<file path="config.mk">
export PLATFORM = sky130hd
export DESIGN_NAME = alu_arbiter_flat
export DESIGN_NICKNAME = d
export VERILOG_FILES = /design/src/rtl/alu_arbiter_if.sv /design/src/rtl/alu_arbiter.sv /design/src/flat_wrapper.sv
export SDC_FILE = /design/constraint.sdc
export NUM_CORES = 1
export LEC_CHECK = 0
export ABC_AREA = 1
export BUFFER_PORTS_ARGS = -buffer_cell sky130_fd_sc_hd__buf_2
export CAP_MARGIN = 40
export CORE_AREA = 2 2 137 139
export DETAILED_ROUTE_END_ITERATION = 7
export DIE_AREA = 0 0 139 141
export PLACE_DENSITY_LB_ADDON = 0.3
export SYNTH_ARGS = -nofsm -noshare
export SYNTH_HDL_FRONTEND = slang
export SYNTH_SLANG_ARGS = --single-unit
</file>
<file path="constraint.sdc">
create_clock -name clk -period 5.9 [get_ports clk]
set_input_delay 1.77 -clock clk [delete_from_list [all_inputs] [get_ports clk]]
set_output_delay 1.77 -clock clk [all_outputs]
set_load 0.01 [all_outputs]
</file>
<file path="src/rtl/alu_arbiter_if.sv">
// Request/response bundle between two ALU requesters, the response consumer and alu_arbiter.
// master = requester/consumer side, slave = arbiter side.
interface alu_arbiter_if #(
  parameter int CNT_W = 16
);
  logic [1:0]       req_valid;
  logic [1:0]       req_ready;
  logic [31:0]      req0_a;
  logic [31:0]      req0_b;
  logic [31:0]      req1_a;
  logic [31:0]      req1_b;
  logic [3:0]       req0_op;
  logic [3:0]       req1_op;
  logic             resp_valid;
  logic             resp_ready;
  logic             resp_id;
  logic [31:0]      resp_result;
  logic             resp_err;
  logic [CNT_W-1:0] op_count;

  modport master (
    output req_valid, req0_a, req0_b, req1_a, req1_b, req0_op, req1_op, resp_ready,
    input  req_ready, resp_valid, resp_id, resp_result, resp_err, op_count
  );

  modport slave (
    input  req_valid, req0_a, req0_b, req1_a, req1_b, req0_op, req1_op, resp_ready,
    output req_ready, resp_valid, resp_id, resp_result, resp_err, op_count
  );
endinterface

</file>
<file path="src/rtl/alu_arbiter.sv">
// Round-robin share of one single-cycle 32-bit ALU between two requesters; result lands in a
// registered response port one edge after accept. Define ALU_ARB_OPCHK_EN to flag illegal opcodes on resp_err.
module alu_arbiter #(
  parameter int NREQ  = 2,
  parameter int CNT_W = 16
) (
  input logic          clk,
  input logic          rst_n,
  alu_arbiter_if.slave bus
);
  localparam int IDX_W = $clog2(NREQ);

  localparam logic [3:0] OP_ADD = 4'h0;
  localparam logic [3:0] OP_SUB = 4'h1;
  localparam logic [3:0] OP_AND = 4'h2;
  localparam logic [3:0] OP_OR  = 4'h3;
  localparam logic [3:0] OP_XOR = 4'h4;
  localparam logic [3:0] OP_SLL = 4'h5;
  localparam logic [3:0] OP_SRL = 4'h6;

  function automatic logic [31:0] alu_eval(input logic [31:0] a, input logic [31:0] b,
                                           input logic [3:0] op);
    logic [31:0] r;
    case (op)
      OP_ADD:  r = a + b;
      OP_SUB:  r = a - b;
      OP_AND:  r = a & b;
      OP_OR:   r = a | b;
      OP_XOR:  r = a ^ b;
      OP_SLL:  r = a << b[4:0];
      OP_SRL:  r = a >> b[4:0];
      default: r = 32'h0;
    endcase
    return r;
  endfunction

  logic [IDX_W-1:0] ptr_q, ptr_d;
  logic             resp_valid_q, resp_valid_d;
  logic             resp_id_q, resp_id_d;
  logic [31:0]      resp_result_q, resp_result_d;
  logic [CNT_W-1:0] op_count_q, op_count_d;

  logic        accept_en;
  logic [1:0]  grant;
  logic [1:0]  req_ready;
  logic        accept;
  logic        sel;
  logic [31:0] op_a;
  logic [31:0] op_b;
  logic [3:0]  op_code;
  logic [31:0] alu_res;

  // Grant is gated by rst_n so nothing is handshaken while reset is held.
  always_comb begin
    accept_en = !resp_valid_q || bus.resp_ready;
    if (bus.req_valid == 2'b11) begin
      grant = (ptr_q == IDX_W'(1)) ? 2'b10 : 2'b01;
    end else begin
      grant = bus.req_valid;
    end
    req_ready = (rst_n && accept_en) ? grant : 2'b00;
    accept    = |req_ready;
    sel       = req_ready[1];
    op_a      = sel ? bus.req1_a  : bus.req0_a;
    op_b      = sel ? bus.req1_b  : bus.req0_b;
    op_code   = sel ? bus.req1_op : bus.req0_op;
    alu_res   = alu_eval(op_a, op_b, op_code);
  end

  always_comb begin
    ptr_d         = ptr_q;
    resp_valid_d  = resp_valid_q;
    resp_id_d     = resp_id_q;
    resp_result_d = resp_result_q;
    op_count_d    = op_count_q;
    if (accept) begin
      resp_valid_d  = 1'b1;
      resp_id_d     = sel;
      resp_result_d = alu_res;
      ptr_d         = sel ? IDX_W'(0) : IDX_W'(1);
      op_count_d    = op_count_q + CNT_W'(1);
    end else if (bus.resp_ready) begin
      resp_valid_d  = 1'b0;
    end
  end

  always_ff @(posedge clk) begin
    if (!rst_n) begin
      ptr_q         <= '0;
      resp_valid_q  <= 1'b0;
      resp_id_q     <= 1'b0;
      resp_result_q <= 32'h0;
      op_count_q    <= '0;
    end else begin
      ptr_q         <= ptr_d;
      resp_valid_q  <= resp_valid_d;
      resp_id_q     <= resp_id_d;
      resp_result_q <= resp_result_d;
      op_count_q    <= op_count_d;
    end
  end

`ifdef ALU_ARB_OPCHK_EN
  logic resp_err_q, resp_err_d;
  logic op_illegal;

  // Illegal opcodes are still accepted and counted; they only raise the flag.
  always_comb begin
    op_illegal = op_code[3] || (op_code[2:0] == 3'b111);
    resp_err_d = resp_err_q;
    if (accept) begin
      resp_err_d = op_illegal;
    end
  end

  always_ff @(posedge clk) begin
    if (!rst_n) begin
      resp_err_q <= 1'b0;
    end else begin
      resp_err_q <= resp_err_d;
    end
  end

  assign bus.resp_err = resp_err_q;
`else
  assign bus.resp_err = 1'b0;
`endif

  assign bus.req_ready   = req_ready;
  assign bus.resp_valid  = resp_valid_q;
  assign bus.resp_id     = resp_id_q;
  assign bus.resp_result = resp_result_q;
  assign bus.op_count    = op_count_q;
endmodule

</file>
<file path="src/flat_wrapper.sv">
// flat-port wrapper written by rule: the top's interface ports become plain ports
module alu_arbiter_flat 
#(
  parameter int NREQ  = 2,
  parameter int CNT_W = 16
)
  (clk, rst_n, bus_req_valid, bus_req0_a, bus_req0_b, bus_req1_a, bus_req1_b, bus_req0_op, bus_req1_op, bus_resp_ready, bus_req_ready, bus_resp_valid, bus_resp_id, bus_resp_result, bus_resp_err, bus_op_count);
  alu_arbiter_if #(.CNT_W(CNT_W)) bus_i ();
  input logic clk;
  input logic rst_n;
  input wire logic [$bits(bus_i.req_valid)-1:0] bus_req_valid;
  input wire logic [$bits(bus_i.req0_a)-1:0] bus_req0_a;
  input wire logic [$bits(bus_i.req0_b)-1:0] bus_req0_b;
  input wire logic [$bits(bus_i.req1_a)-1:0] bus_req1_a;
  input wire logic [$bits(bus_i.req1_b)-1:0] bus_req1_b;
  input wire logic [$bits(bus_i.req0_op)-1:0] bus_req0_op;
  input wire logic [$bits(bus_i.req1_op)-1:0] bus_req1_op;
  input wire logic [$bits(bus_i.resp_ready)-1:0] bus_resp_ready;
  output wire logic [$bits(bus_i.req_ready)-1:0] bus_req_ready;
  output wire logic [$bits(bus_i.resp_valid)-1:0] bus_resp_valid;
  output wire logic [$bits(bus_i.resp_id)-1:0] bus_resp_id;
  output wire logic [$bits(bus_i.resp_result)-1:0] bus_resp_result;
  output wire logic [$bits(bus_i.resp_err)-1:0] bus_resp_err;
  output wire logic [$bits(bus_i.op_count)-1:0] bus_op_count;
  assign bus_i.req_valid = bus_req_valid;
  assign bus_i.req0_a = bus_req0_a;
  assign bus_i.req0_b = bus_req0_b;
  assign bus_i.req1_a = bus_req1_a;
  assign bus_i.req1_b = bus_req1_b;
  assign bus_i.req0_op = bus_req0_op;
  assign bus_i.req1_op = bus_req1_op;
  assign bus_i.resp_ready = bus_resp_ready;
  assign bus_req_ready = bus_i.req_ready;
  assign bus_resp_valid = bus_i.resp_valid;
  assign bus_resp_id = bus_i.resp_id;
  assign bus_resp_result = bus_i.resp_result;
  assign bus_resp_err = bus_i.resp_err;
  assign bus_op_count = bus_i.op_count;
  alu_arbiter #(.NREQ(NREQ), .CNT_W(CNT_W)) u_core (.clk(clk), .rst_n(rst_n), .bus(bus_i));
endmodule
</file>
==> flow_summary.ini <==
[status]
outcome = completed

[setup_path]
crit_top_cell = nand2_1
reg2reg_slack_ns = 1.51
cp_slowest_cell = ha_1
crit_arrival_ns = 5.79
endpoint_kind = flip-flop
critPathMaxFanout = 17
critical_path.max_stage_delay_ns = 0.32
r2r-end = u_core.bus.resp_result[24]$_SDFFE_PN0P_
regToRegStartpoint = u_core.bus.resp_valid$_SDFFE_PN0P_
critPathKind = primary input to flip-flop
rr_worst_depth = 27
cp.required_ns = 6.07
worst_setup_path_start_kind = primary input

[synth]
yosys_warnings = 0
syn_nets = 2202
yosysTopAreaCell = nand2_1
synth.mux.area_fraction_pct = 0
synth_area_leaders = nand2_1, nand3_1, ha_1
synth-xor-area-share_pct = 3.018
synth_fa_ha_area_share_pct = 11.81
syn_inst = 1963
synth_cell_types = 45
synth_simple_gate_area_share_pct = 47.48
syn_avg_cell_area_um2 = 5.323
synth_seq_area_share_pct = 9.771
synth_area_um2 = 10450
synth_compound_area_share_pct = 17.02
synth_top_family_by_area = simple AND/OR/NAND/NOR gates
synth_top_area_share_pct = 25.25
ys_ff_latch = 51

[sta]
setup_viol = 0
skew_ns = 0.007852
post-route-min-period_ns = 5.619
tightest_slew_ns = 0.9454
rsz0062_at_grt = false
max_freq_ghz = 0.1780
fin_crit_sh_pct = 95.23
hold_viol = 0
slew_headroom_pct = 36.90
slew_viol_final = 0

[global_route]
grt_pass1_vias = 12830
antenna_found_initial = 0
grtUsageTotal_pct = 43.95
grt_pass1_wl_um = 68770
grt_max_degree = 69
grt_overflow_total = 0

[placed_design]
port_buffers = 192
dpl_cell_area_um2 = 12150
gp_congestion = 1.079
dp_hpwl_um = 35500

[cells_and_area]
final_cell_mix = nand2_1, nand3_1, buf_2
drive_gt1_share_pct = 15.32
diodes = 0
multi_input_area_um2 = 8319
area_delta_synth_final_pct = 17.87
register_area_um2 = 1021
layout_commonest_cell = nand2_1
final_nets = 2412
fin_area_um2 = 12320
nFillCells = 1792

[clocking]
clock_latency_ns = 0.31
cts_tree = done
cts_max_path_buffers = 2
cts_hold_buf = 0
cts_setup_buffers = 0
htreeDepth = 2
clock_sinks = 51
cts_root_buffer = clkbuf_16
clk_pin_slew_ns = 0.07
numCtsBuffers = 5

[route]
ant_nets = 0
wl_per_cell_um = 18.59
drt_iter0_drc = 1826
drtPass1Iterations = 6
num_vias = 14400
routed_wl_um = 44780
vias_per_cell = 5.981
drt_drc_violations_left = 0

[worst_hold_path]
hold_path_depth = 1
min_from = u_core.bus.op_count[15]$_SDFFE_PN0P_
min_path_type = flip-flop to flip-flop
holdPathEnd = u_core.bus.op_count[15]$_SDFFE_PN0P_

[floorplan]
die_w_um = 139
die_area_um2 = 19600
dieHeight_um = 141
start_util_pct = 57.20
core-area_um2 = 18270
ioPinCount = 194
rows = 50

[power_and_ir_drop]
leakagePower_nw = 6.836
ir_worst_vdd_uv = 136.9
finalPower_mw = 2.175
p_per_area_nw_per_um2 = 176.6

[job]
max_cap_violations = 0
## cell usage after synthesis (all sizes together)
master   number
nand2       705
ha           97
fa            1
o22ai         2
a21oi       159
o21a          9
conb          1
o221ai        1
nand3b       25
or2           6
a21o          6
xnor2         5
nor3         19
xor2         31
nor2        105
dfxtp        51
o21bai        2
a221oi        1
a211oi        3
o211a         1
clkbuf       49
buf          46
nand4        18
nor4          1
inv         190
o2bb2ai       1
o211ai       17
clkinv        3
o31ai         1
nand3       288
o2111ai       7
o21ai       112
## metrics by stage
step,setup TNS (ns),hold slack (ns),setup WS (ns),cells,utilization [%]
finish,0,0.4499,0.2813,2408,67.42
global route,0,0.4770,0.02208,2408,67.42
CTS,0,0.4459,0.1364,2408,67.35
floorplan,0,0.4570,0.6310,1963,-
global placement,-0.08643,0.4285,-0.08643,2399,66.48
detailed placement,-0.1788,0.4333,-0.1662,2400,66.51
## report_power, final
part	total (mW)	switching (mW)	internal [mW]
registers	0.375	0.0130	0.362
clock network	0.316	0.154	0.162
logic	1.48	0.969	0.516
total	2.18	1.14	1.04
## state kept, by name, summed over array words and instances, names as in the netlist
| name | cells |
|---|---|
| u_core.bus.resp_result | 32 |
| u_core.bus.op_count | 16 |
| u_core.bus.resp_id | 1 |
| u_core.bus.resp_valid | 1 |
| u_core.ptr_q | 1 |
## worst max path at each step
stage	startpoint	end	slack [ns]	cells after the start
finish	bus_resp_ready	u_core.bus.resp_result[24]$_SDFFE_PN0P_	0.28	29
floorplan	bus_resp_ready	u_core.bus.resp_result[30]$_SDFFE_PN0P_	0.63	25
detailed placement	bus_resp_ready	u_core.bus.resp_result[20]$_SDFFE_PN0P_	-0.17	30
global route	bus_resp_ready	u_core.bus.resp_result[18]$_SDFFE_PN0P_	0.02	30
CTS	bus_resp_ready	u_core.bus.resp_result[20]$_SDFFE_PN0P_	0.14	30
global placement	bus_resp_ready	u_core.bus.resp_result[20]$_SDFFE_PN0P_	-0.09	30
## layer usage
metal / track usage, % / up-vias / share of wire (%) / routed length (um)
met3: 7.201 / 153 / 12 / 5517
li1: - / 6882 / - / -
met2: 69.15 / 1012 / 42 / 18640
met5: 0 / - / 0 / 0
met1: 57.57 / 6355 / 39 / 17620
met4: 24.14 / 0 / 6.7 / 2998
## cell type report
class,instances,share of cell area (%)
sequential,51,8.290
clock buffer,5,1.016
inverter,193,5.882
clock inverter,3,0.2337
multi-input combinational,1624,67.55
timing repair buffer,298,14.65
tap,234,2.377
## worst max-delay path, delay by kind of cell
kind                       cells  cell delay [ns]
adders and majority gates      1             0.32
xor gates and xnor gates       2             0.35
buffers and inverters          8             1.13
and+or+nand+nor               13             1.38
AOI/OAI and AO/OA              5             0.81
## cell families (layout without fill, tap and decap cells)
kind of cell,count (synthesis),after routing
compound gates,322,322
xor+xnor,36,36
fa+ha+maj,98,98
buf+inv,288,499
flops,51,51
other cells,1,1
simple gates,1167,1167
## timing repair
item	in CTS	in global routing
gates resized for setup	0	3
endpoints found under the setup margin	0	6
hold endpoints to repair	0	0
(Power assumes the default switching activity.)
